--- config.mk ---
export PLATFORM = sky130hd
export DESIGN_NAME = riscv_alu_seq_flat
export DESIGN_NICKNAME = d
export VERILOG_FILES = /design/src/rtl/riscv_alu_seq_if.sv /design/src/rtl/riscv_alu_seq.sv /design/src/flat_wrapper.sv
export SDC_FILE = /design/constraint.sdc
export NUM_CORES = 1
export LEC_CHECK = 0
export ABC_CLOCK_PERIOD_IN_PS = 5540
export BUFFER_PORTS_ARGS = -buffer_cell sky130_fd_sc_hd__buf_2
export CORE_ASPECT_RATIO = 1.5
export CORE_MARGIN = 3
export CORE_UTILIZATION = 50
export CTS_CLUSTER_DIAMETER = 50
export DETAILED_ROUTE_END_ITERATION = 7
export PLACE_DENSITY = 0.79
export SLEW_MARGIN = 20
export SYNTH_ARGS = -nofsm -noshare
export SYNTH_HDL_FRONTEND = slang
export SYNTH_SLANG_ARGS = --single-unit
--- constraint.sdc ---
create_clock -name i_clk -period 5.54 [get_ports i_clk]
set_input_delay 1.108 -clock i_clk [delete_from_list [all_inputs] [get_ports i_clk]]
set_output_delay 1.108 -clock i_clk [all_outputs]
set_load 0.02 [all_outputs]
--- src/rtl/riscv_alu_seq_if.sv ---
// Request/result bundle between the decoder (master) and riscv_alu_seq (slave).
interface riscv_alu_seq_if #(
  parameter int unsigned XLEN = 32
);
  logic            i_valid;
  logic            o_ready;
  logic [4:0]      i_alu_ctrl;
  logic [XLEN-1:0] i_alu_a;
  logic [XLEN-1:0] i_alu_b;
  logic            i_kill;
  logic            o_valid;
  logic            i_ready;
  logic [XLEN-1:0] o_alu_out;
  logic            o_alu_zero;
  logic            o_illegal;

  modport master (
    output i_valid, i_alu_ctrl, i_alu_a, i_alu_b, i_kill, i_ready,
    input  o_ready, o_valid, o_alu_out, o_alu_zero, o_illegal
  );

  modport slave (
    input  i_valid, i_alu_ctrl, i_alu_a, i_alu_b, i_kill, i_ready,
    output o_ready, o_valid, o_alu_out, o_alu_zero, o_illegal
  );
endinterface

--- src/rtl/riscv_alu_seq.sv ---
// Sequential RV32/RV64 execute unit: registered base ALU ops (1-cycle latency) and
// iterative M-extension multiply/divide (XLEN+1 cycles) behind a valid/ready handshake.
// Build option: define RISCV_ALU_MULDIV_EN to include the multiplier/divider; without it
// M requests complete in one cycle flagged illegal with a zero result.
module riscv_alu_seq #(
  parameter int unsigned XLEN = 32
) (
  input logic            i_clk,
  input logic            i_rst,
  riscv_alu_seq_if.slave bus
);
  localparam int unsigned SHAMT_W = $clog2(XLEN);
  localparam int unsigned CNT_W   = $clog2(XLEN + 1);

  typedef enum logic [1:0] {IDLE, BUSY, DONE} state_e;

  state_e             state_q, state_d;
  logic [XLEN-1:0]    out_q, out_d;
  logic               illegal_q, illegal_d;
  logic               ready;
  logic               accept;
  logic [XLEN-1:0]    base_res;
  logic               base_ill;
  logic [SHAMT_W-1:0] shamt;

  assign ready          = (state_q == IDLE) || ((state_q == DONE) && bus.i_ready);
  assign accept         = bus.i_valid && ready && !bus.i_kill;
  assign bus.o_ready    = ready;
  assign bus.o_valid    = (state_q == DONE);
  assign bus.o_alu_out  = out_q;
  assign bus.o_alu_zero = (out_q == '0);
  assign bus.o_illegal  = illegal_q;

  // Single-cycle base ALU result, computed straight from the request operands
  always_comb begin
    base_res = '0;
    base_ill = 1'b0;
    shamt    = bus.i_alu_b[SHAMT_W-1:0];
    case (bus.i_alu_ctrl[3:0])
      4'd0:    base_res = bus.i_alu_a + bus.i_alu_b;
      4'd1:    base_res = bus.i_alu_a - bus.i_alu_b;
      4'd2:    base_res = bus.i_alu_a ^ bus.i_alu_b;
      4'd3:    base_res = bus.i_alu_a | bus.i_alu_b;
      4'd4:    base_res = bus.i_alu_a & bus.i_alu_b;
      4'd5:    base_res = bus.i_alu_a << shamt;
      4'd6:    base_res = bus.i_alu_a >> shamt;
      4'd7:    base_res = $unsigned($signed(bus.i_alu_a) >>> shamt);
      4'd8:    base_res = {{(XLEN-1){1'b0}}, $signed(bus.i_alu_a) < $signed(bus.i_alu_b)};
      4'd9:    base_res = {{(XLEN-1){1'b0}}, bus.i_alu_a < bus.i_alu_b};
      default: base_ill = 1'b1;
    endcase
  end

`ifdef RISCV_ALU_MULDIV_EN
  logic [2:0]        f3_q, f3_d;
  logic [XLEN-1:0]   a_q, a_d, b_q, b_d;
  logic [XLEN-1:0]   opnd_q, opnd_d;
  logic [2*XLEN-1:0] acc_q, acc_d;
  logic [CNT_W-1:0]  cnt_q, cnt_d;
  logic              is_div, a_sgn, b_sgn, a_neg, b_neg;
  logic [XLEN-1:0]   a_mag, b_mag;
  logic [XLEN:0]     mul_sum, div_shift, div_diff;
  logic [2*XLEN-1:0] acc_step, prod;
  logic [XLEN-1:0]   quo, rem, m_res;

  // acc_q is shared: multiply keeps {partial high, remaining multiplier bits},
  // divide keeps {partial remainder, dividend bits shifting out / quotient bits shifting in}.
  // opnd_q holds |A| (multiplicand) or |B| (divisor).
  always_comb begin
    is_div    = f3_q[2];
    a_sgn     = (f3_q != 3'd3) && (f3_q != 3'd5) && (f3_q != 3'd7);
    b_sgn     = a_sgn && (f3_q != 3'd2);
    a_neg     = a_sgn && a_q[XLEN-1];
    b_neg     = b_sgn && b_q[XLEN-1];
    a_mag     = a_neg ? -a_q : a_q;
    b_mag     = b_neg ? -b_q : b_q;
    mul_sum   = {1'b0, acc_q[2*XLEN-1:XLEN]} + (acc_q[0] ? {1'b0, opnd_q} : '0);
    div_shift = acc_q[2*XLEN-1:XLEN-1];
    div_diff  = div_shift - {1'b0, opnd_q};
    if (is_div) begin
      if (div_diff[XLEN]) acc_step = {div_shift[XLEN-1:0], acc_q[XLEN-2:0], 1'b0};
      else                acc_step = {div_diff[XLEN-1:0],  acc_q[XLEN-2:0], 1'b1};
    end else begin
      acc_step = {mul_sum, acc_q[XLEN-1:1]};
    end
    prod  = (a_neg ^ b_neg) ? -acc_step : acc_step;
    quo   = (a_neg ^ b_neg) ? -acc_step[XLEN-1:0] : acc_step[XLEN-1:0];
    rem   = a_neg ? -acc_step[2*XLEN-1:XLEN] : acc_step[2*XLEN-1:XLEN];
    m_res = '0;
    case (f3_q)
      3'd0:                m_res = prod[XLEN-1:0];
      3'd1, 3'd2, 3'd3:    m_res = prod[2*XLEN-1:XLEN];
      3'd4, 3'd5:          m_res = (b_q == '0) ? '1  : quo;
      default:             m_res = (b_q == '0) ? a_q : rem;
    endcase
  end
`endif

  // Next-state, result and iteration-register update
  always_comb begin
    state_d   = state_q;
    out_d     = out_q;
    illegal_d = illegal_q;
`ifdef RISCV_ALU_MULDIV_EN
    f3_d   = f3_q;
    a_d    = a_q;
    b_d    = b_q;
    opnd_d = opnd_q;
    acc_d  = acc_q;
    cnt_d  = cnt_q;
`endif
    case (state_q)
      DONE: if (bus.i_ready) state_d = IDLE;
`ifdef RISCV_ALU_MULDIV_EN
      BUSY: begin
        if (cnt_q == '0) begin
          opnd_d = is_div ? b_mag : a_mag;
          acc_d  = {{XLEN{1'b0}}, (is_div ? a_mag : b_mag)};
          cnt_d  = CNT_W'(1);
        end else begin
          acc_d = acc_step;
          cnt_d = cnt_q + 1'b1;
          if (cnt_q == CNT_W'(XLEN)) begin
            state_d   = DONE;
            out_d     = m_res;
            illegal_d = 1'b0;
            cnt_d     = '0;
          end
        end
      end
`endif
      default: ;
    endcase
    if (accept) begin
      if (bus.i_alu_ctrl[4]) begin
`ifdef RISCV_ALU_MULDIV_EN
        state_d = BUSY;
        f3_d    = bus.i_alu_ctrl[2:0];
        a_d     = bus.i_alu_a;
        b_d     = bus.i_alu_b;
        acc_d   = '0;
        cnt_d   = '0;
`else
        state_d   = DONE;
        out_d     = '0;
        illegal_d = 1'b1;
`endif
      end else begin
        state_d   = DONE;
        out_d     = base_ill ? '0 : base_res;
        illegal_d = base_ill;
      end
    end
    if (bus.i_kill) begin
      state_d = IDLE;
`ifdef RISCV_ALU_MULDIV_EN
      opnd_d = '0;
      acc_d  = '0;
      cnt_d  = '0;
`endif
    end
  end

  // State and result registers
  always_ff @(posedge i_clk) begin
    if (i_rst) begin
      state_q   <= IDLE;
      out_q     <= '0;
      illegal_q <= 1'b0;
    end else begin
      state_q   <= state_d;
      out_q     <= out_d;
      illegal_q <= illegal_d;
    end
  end

`ifdef RISCV_ALU_MULDIV_EN
  // Multiply/divide operand and iteration registers
  always_ff @(posedge i_clk) begin
    if (i_rst) begin
      f3_q   <= '0;
      a_q    <= '0;
      b_q    <= '0;
      opnd_q <= '0;
      acc_q  <= '0;
      cnt_q  <= '0;
    end else begin
      f3_q   <= f3_d;
      a_q    <= a_d;
      b_q    <= b_d;
      opnd_q <= opnd_d;
      acc_q  <= acc_d;
      cnt_q  <= cnt_d;
    end
  end
`endif
endmodule
--- src/flat_wrapper.sv ---
// flat-port wrapper written by rule: the top's interface ports become plain ports
module riscv_alu_seq_flat 
#(
  parameter int unsigned XLEN = 32
)
  (i_clk, i_rst, bus_i_valid, bus_i_alu_ctrl, bus_i_alu_a, bus_i_alu_b, bus_i_kill, bus_i_ready, bus_o_ready, bus_o_valid, bus_o_alu_out, bus_o_alu_zero, bus_o_illegal);
  riscv_alu_seq_if #(.XLEN(XLEN)) bus_i ();
  input logic i_clk;
  input logic i_rst;
  input wire logic [$bits(bus_i.i_valid)-1:0] bus_i_valid;
  input wire logic [$bits(bus_i.i_alu_ctrl)-1:0] bus_i_alu_ctrl;
  input wire logic [$bits(bus_i.i_alu_a)-1:0] bus_i_alu_a;
  input wire logic [$bits(bus_i.i_alu_b)-1:0] bus_i_alu_b;
  input wire logic [$bits(bus_i.i_kill)-1:0] bus_i_kill;
  input wire logic [$bits(bus_i.i_ready)-1:0] bus_i_ready;
  output wire logic [$bits(bus_i.o_ready)-1:0] bus_o_ready;
  output wire logic [$bits(bus_i.o_valid)-1:0] bus_o_valid;
  output wire logic [$bits(bus_i.o_alu_out)-1:0] bus_o_alu_out;
  output wire logic [$bits(bus_i.o_alu_zero)-1:0] bus_o_alu_zero;
  output wire logic [$bits(bus_i.o_illegal)-1:0] bus_o_illegal;
  assign bus_i.i_valid = bus_i_valid;
  assign bus_i.i_alu_ctrl = bus_i_alu_ctrl;
  assign bus_i.i_alu_a = bus_i_alu_a;
  assign bus_i.i_alu_b = bus_i_alu_b;
  assign bus_i.i_kill = bus_i_kill;
  assign bus_i.i_ready = bus_i_ready;
  assign bus_o_ready = bus_i.o_ready;
  assign bus_o_valid = bus_i.o_valid;
  assign bus_o_alu_out = bus_i.o_alu_out;
  assign bus_o_alu_zero = bus_i.o_alu_zero;
  assign bus_o_illegal = bus_i.o_illegal;
  riscv_alu_seq #(.XLEN(XLEN)) u_core (.i_clk(i_clk), .i_rst(i_rst), .bus(bus_i));
endmodule
## Yosys cells after proc, flatten, opt, wreduce, memory -nomap -nowiden

Index checks and enable logic that the tools add are counted.

| word-level totals | value |
|---|---|
| output and inout bits | 36 |
| flip-flop bits (word level) | 34 |
| input bits | 74 |

| cells by class | value |
|---|---|
| bitwise operators | 3 |
| reductions and logical operators | 13 |
| add/sub/neg operators | 2 |
| shift-type cells | 3 |
| equal/unequal tests | 9 |
| muxes and demuxes | 8 |
| $lt $le $gt $ge | 2 |

Operator list:

| kind | count |
|---|---|
| 32-bit case mux with 10 select lines | 1 |
| 32-bit less-than comparator | 2 |
| 32-bit 2-to-1 mux | 2 |
| 32-bit adder | 1 |
| 32-bit bitwise AND | 1 |
| 32-bit zero test | 1 |
| 32-bit OR | 1 |
| 32-bit by 5-bit left shift with 32-bit output | 1 |
| 32-bit by 5-bit >> shifter with 32-bit output | 1 |
| 32-bit by 5-bit >>> shifter with 32-bit output | 1 |
| 32-bit subtractor | 1 |
| 32-bit bitwise XOR | 1 |
| 4-bit by 3-bit == test with 1-bit output (second input constant) | 4 |
| 10-bit OR reduction | 1 |
| 4-bit by 2-bit == test with 1-bit output (second input constant) | 2 |
| 4-bit == test (second input constant) | 2 |
| 2-bit 2-to-1 mux | 3 |
| 4-bit by 1-bit == test with 1-bit output (second input constant) | 1 |
| 4-bit zero test | 1 |
| 2-bit nonzero test | 2 |
| 1-bit logical AND | 3 |
| 2-bit zero test | 1 |
| 1-bit 2-to-1 mux | 2 |
| 2-bit AND reduction | 1 |
| 3 further kinds | 3 |

## Logic depth before layout (Yosys ltp)

| logic depth | value |
|---|---|
| depth after elaboration | 6 |
| gate-level depth with buffers | 13 |

## Worst setup path before layout

No wires, ideal clock.

| timing | value |
|---|---|
| path kind | input -> register |
| start | in bus_i_alu_b[2] |
| end | reg u_core.out_q[31] (netlist: u_core.bus.o_alu_out[31]) |
| stages on the path | 13 |
| data arrival time | 4185 ps |
| path slack | 1277 ps |
| buffers on the path | 2 |
| cell sequence | inv_1 > buf_1 > clkbuf_1 > ha_1 > inv_1 > or3_4 > a2111oi_4 > o31ai_1 > a31o_2 > o211ai_1 > a221o_1 > mux2_1 > nor3_1 |

| on the way | value |
|---|---|
| longest elaborated chain between the ends | 4 |

RTL lines:

| item | line | text |
|---|---|---|
| from (decl) | flat_wrapper.sv:13 | `input wire logic [$bits(bus_i.i_alu_b)-1:0] bus_i_alu_b;` |
| 32-bit subtractor (tied with other cells) | riscv_alu_seq.sv:41 | `4'd1: base_res = bus.i_alu_a - bus.i_alu_b;` |
| 32-bit case mux with 10 select lines * | riscv_alu_seq.sv:39 | `case (bus.i_alu_ctrl[3:0])` |
| 32-bit 2-to-1 mux * | riscv_alu_seq.sv:150 | `out_d = base_ill ? '0 : base_res;` |
| 32-bit 2-to-1 mux * | riscv_alu_seq.sv:135 | `if (bus.i_alu_ctrl[4]) begin` |
| to (signal assigned) | riscv_alu_seq.sv:172 | `out_q <= out_d;` |
| to (decl) | riscv_alu_seq.sv:18 | `logic [XLEN-1:0] out_q, out_d;` |

Every way passes the cells marked *; elsewhere a longest branch is shown, timed or not.
A chain may end at the register's enable or synchronous reset.

## Worst setup path after layout

| timing | value |
|---|---|
| start | in bus_i_alu_a[0] |
| end | reg u_core.out_q[26] (netlist: u_core.bus.o_alu_out[26]) |

| on the way | value |
|---|---|
| longest elaborated chain between the ends | 4 |

RTL lines:

| item | line | text |
|---|---|---|
| from (decl) | flat_wrapper.sv:12 | `input wire logic [$bits(bus_i.i_alu_a)-1:0] bus_i_alu_a;` |
| 32-bit subtractor (tied with other cells) | riscv_alu_seq.sv:41 |  |
| 32-bit case mux with 10 select lines * | riscv_alu_seq.sv:39 |  |
| 32-bit 2-to-1 mux * | riscv_alu_seq.sv:150 |  |
| 32-bit 2-to-1 mux * | riscv_alu_seq.sv:135 |  |

Marked as above.

==> results.toml <==
[status]
status = "finished clean"

[sta]
relSlewSlack = 0.283
fmax_mhz = 234
whs_ns = 0.479
finClkSkew_ns = 0.0137
rsz0062_at_grt = "no"
setup_viol = 0
period_share = 0.773
worstMarginPinSlew_ns = 1.07
setup_ws_ns = 1.26
tns_ns = 0
finalMaxSlewViolations = 0
finalHoldViolations = 0
post-route-min-period_ns = 4.28

[yosys]
synth_nets = 1531
synth_top_area_frac = 0.144
ys_seq_area_frac = 0.0678
synthArstFlopShare = 0
yosys.area_share.simple = 0.213
synth_top_flop_cell = "dfxtp_1"
ys_ff_latch = 34
synth.distinct_cells = 95
synthTopCellsByArea = "mux4_2 14%, ha_1 12%, dfxtp_1 6.8%"
yosysWarnings = 0
yosys-mux-area-fraction = 0.187
synth_edf_count = 0
synth_top_family_by_area = "compound AO/OA/AOI/OAI gates"
yosysTopAreaCell = "mux4_2"
avgSynthCellArea_sq_um = 7.41
synthTopCellsByCount = "162 x nor2_1, 112 x a21oi_1, 106 x nand2_1"
netlist_area_sq_um = 10000
synthMostInstantiatedCell = "nor2_1"
syn_inst = 1355
synth_compound_area_frac = 0.315
yosys.area_share.adder = 0.129
synth_xor_area_frac = 0.00785

[floorplan]
die_area_sq_um = 21900
io_pins = 110
fp.dieH_um = 180
die_w_um = 122
start_util = 0.516
core_area_sq_um = 19500
rows = 62

[cts]
ctsResizeCount = 0
clock_path_buffers = 2
ctsHoldBuffers = 0
cts_tree = "built"
cts-root-buf = "clkbuf_16"
htree_levels = 2
path_clk_slew_ns = 0.07
post-cts-setup-buffers = 0
cts_buffers = 5
cts_sinks = 34
clock_latency_ns = 0.30

[drt]
drt_iter0_drc = 1576
wirelength_mm = 47.9
drtAntennaViolNets = 0
routedWlPerCell_um = 28.8
drc = 0
via_per_inst = 7.20
route.vias.total = 11988
dr.pass1.iters = 6

[global_route]
antenna_found_initial = 1
grt_pass1_wl_mm = 71.0
overflow = 0
grt_max_degree = 66
first_global_vias = 11383
track_usage = 0.424

[finish]
final_nets = 1583
fillers = 1973
drive_above_1_share = 0.186
multiInputGateArea_sq_um = 8560
diodes = 0
seqCellArea_sq_um = 681
stdcell_count = 1664
synthToLayoutAreaGrowth_pct = 8.80
finish.instance_area_sq_um = 10900

[placed_design]
place_area_sq_um = 10800
dp_slack_ns = 1.01
dpl.hpwl_mm = 37.4
gp_congestion = 1.05
place_inst = 1656
port_buffers = 109

[worst_setup_path]
cp.arrival_ns = 4.49
cp-start-kind = "primary input"
path_max_fanout = 6
crit_required_ns = 5.75
endpoint_kind = "flop"
path_class = "in -> reg"

[power_and_ir_drop]
p_leak_nw = 4.72
pwr_density_cell_nw_per_um2 = 144
ir_drop_uv = 98.8

[hold_path]
worstHoldPathType = "reg -> reg"

[run]
cap_violations = 0
[per-stage QoR]
stage	power (mW)	util
after floorplan	0.908	-
after global placement	1.24	0.554
after detailed placement	1.24	0.554
after CTS	1.53	0.561
after global routing	1.64	0.561
final	1.57	0.561
[worst paths after layout]
| kind | startpoint | end | slack (ns) | cells past startpoint |
|---|---|---|---|---|
| max | bus_i_alu_a[0] | u_core.bus.o_alu_out[26] | 1.26 | 13 |
| min | u_core.bus.o_alu_out[3] | u_core.bus.o_alu_out[3] | 0.48 | 2 |
| max reg2reg | u_core.state_q[1] | u_core.bus.o_alu_out[25] | 2.79 | 10 |
| min reg2reg | u_core.bus.o_alu_out[3] | u_core.bus.o_alu_out[3] | 0.48 | 2 |
[final cells by class]
cell class / instances / share of cell area
inverters: 100 / 0.0344
repair buffers: 147 / 0.0774
well taps: 256 / 0.0293
flip-flops and latches: 34 / 0.0623
clock buffers: 7 / 0.0131
multi-input cells: 1119 / 0.783
clock inverters: 1 / 0.000458
[where the power goes]
part | internal (mW) | switching, mW | leakage, nW
Clock | 0.179 | 0.123 | 0.0739
Sequential | 0.250 | 0.00581 | 0.275
Combinational | 0.365 | 0.650 | 4.38
Total | 0.794 | 0.779 | 4.72
[cell families after synthesis]
family / Yosys count
fa+ha+maj: 102
simple gates: 446
mux: 106
xor+xnor: 9
buf+inv: 202
compound gates: 456
flops: 34
[worst max-delay path, stage by stage]
cell	delay (ns)
buf_2	0.14
inv_1	0.11
ha_1	0.18
inv_1	0.06
fa_1	0.42
nor2b_2	0.20
o311ai_4	0.30
a211oi_2	0.18
or4_4	0.57
a221oi_2	0.46
o31ai_1	0.16
or3_1	0.33
a311oi_1	0.27
[layer usage]
layer | track usage | wire length, um | vias up
li1 | - | - | 5216
met1 | 0.536 | 17300 | 5723
met2 | 0.705 | 22700 | 883
met3 | 0.0667 | 5030 | 166
met4 | 0.193 | 2840 | 0
met5 | 0 | 0 | -
[sequential cells by signal, summed over array words and instances, names as in the netlist]
signal                cells
u_core.bus.o_alu_out     32
u_core.bus.o_illegal      1
u_core.state_q            1
[layout by cell type, fill, tap and decap left out, types with 34 or more instances in the layout]
cell       n
mux4_2    64
nor2_1   162
buf_2    108
inv_1     94
dfxtp_1   34
nand2_1  106
ha_1     100
buf_4     38
a21oi_1  112
o21ai_0   77
No activity file was read; power rests on OpenSTA's default activity.
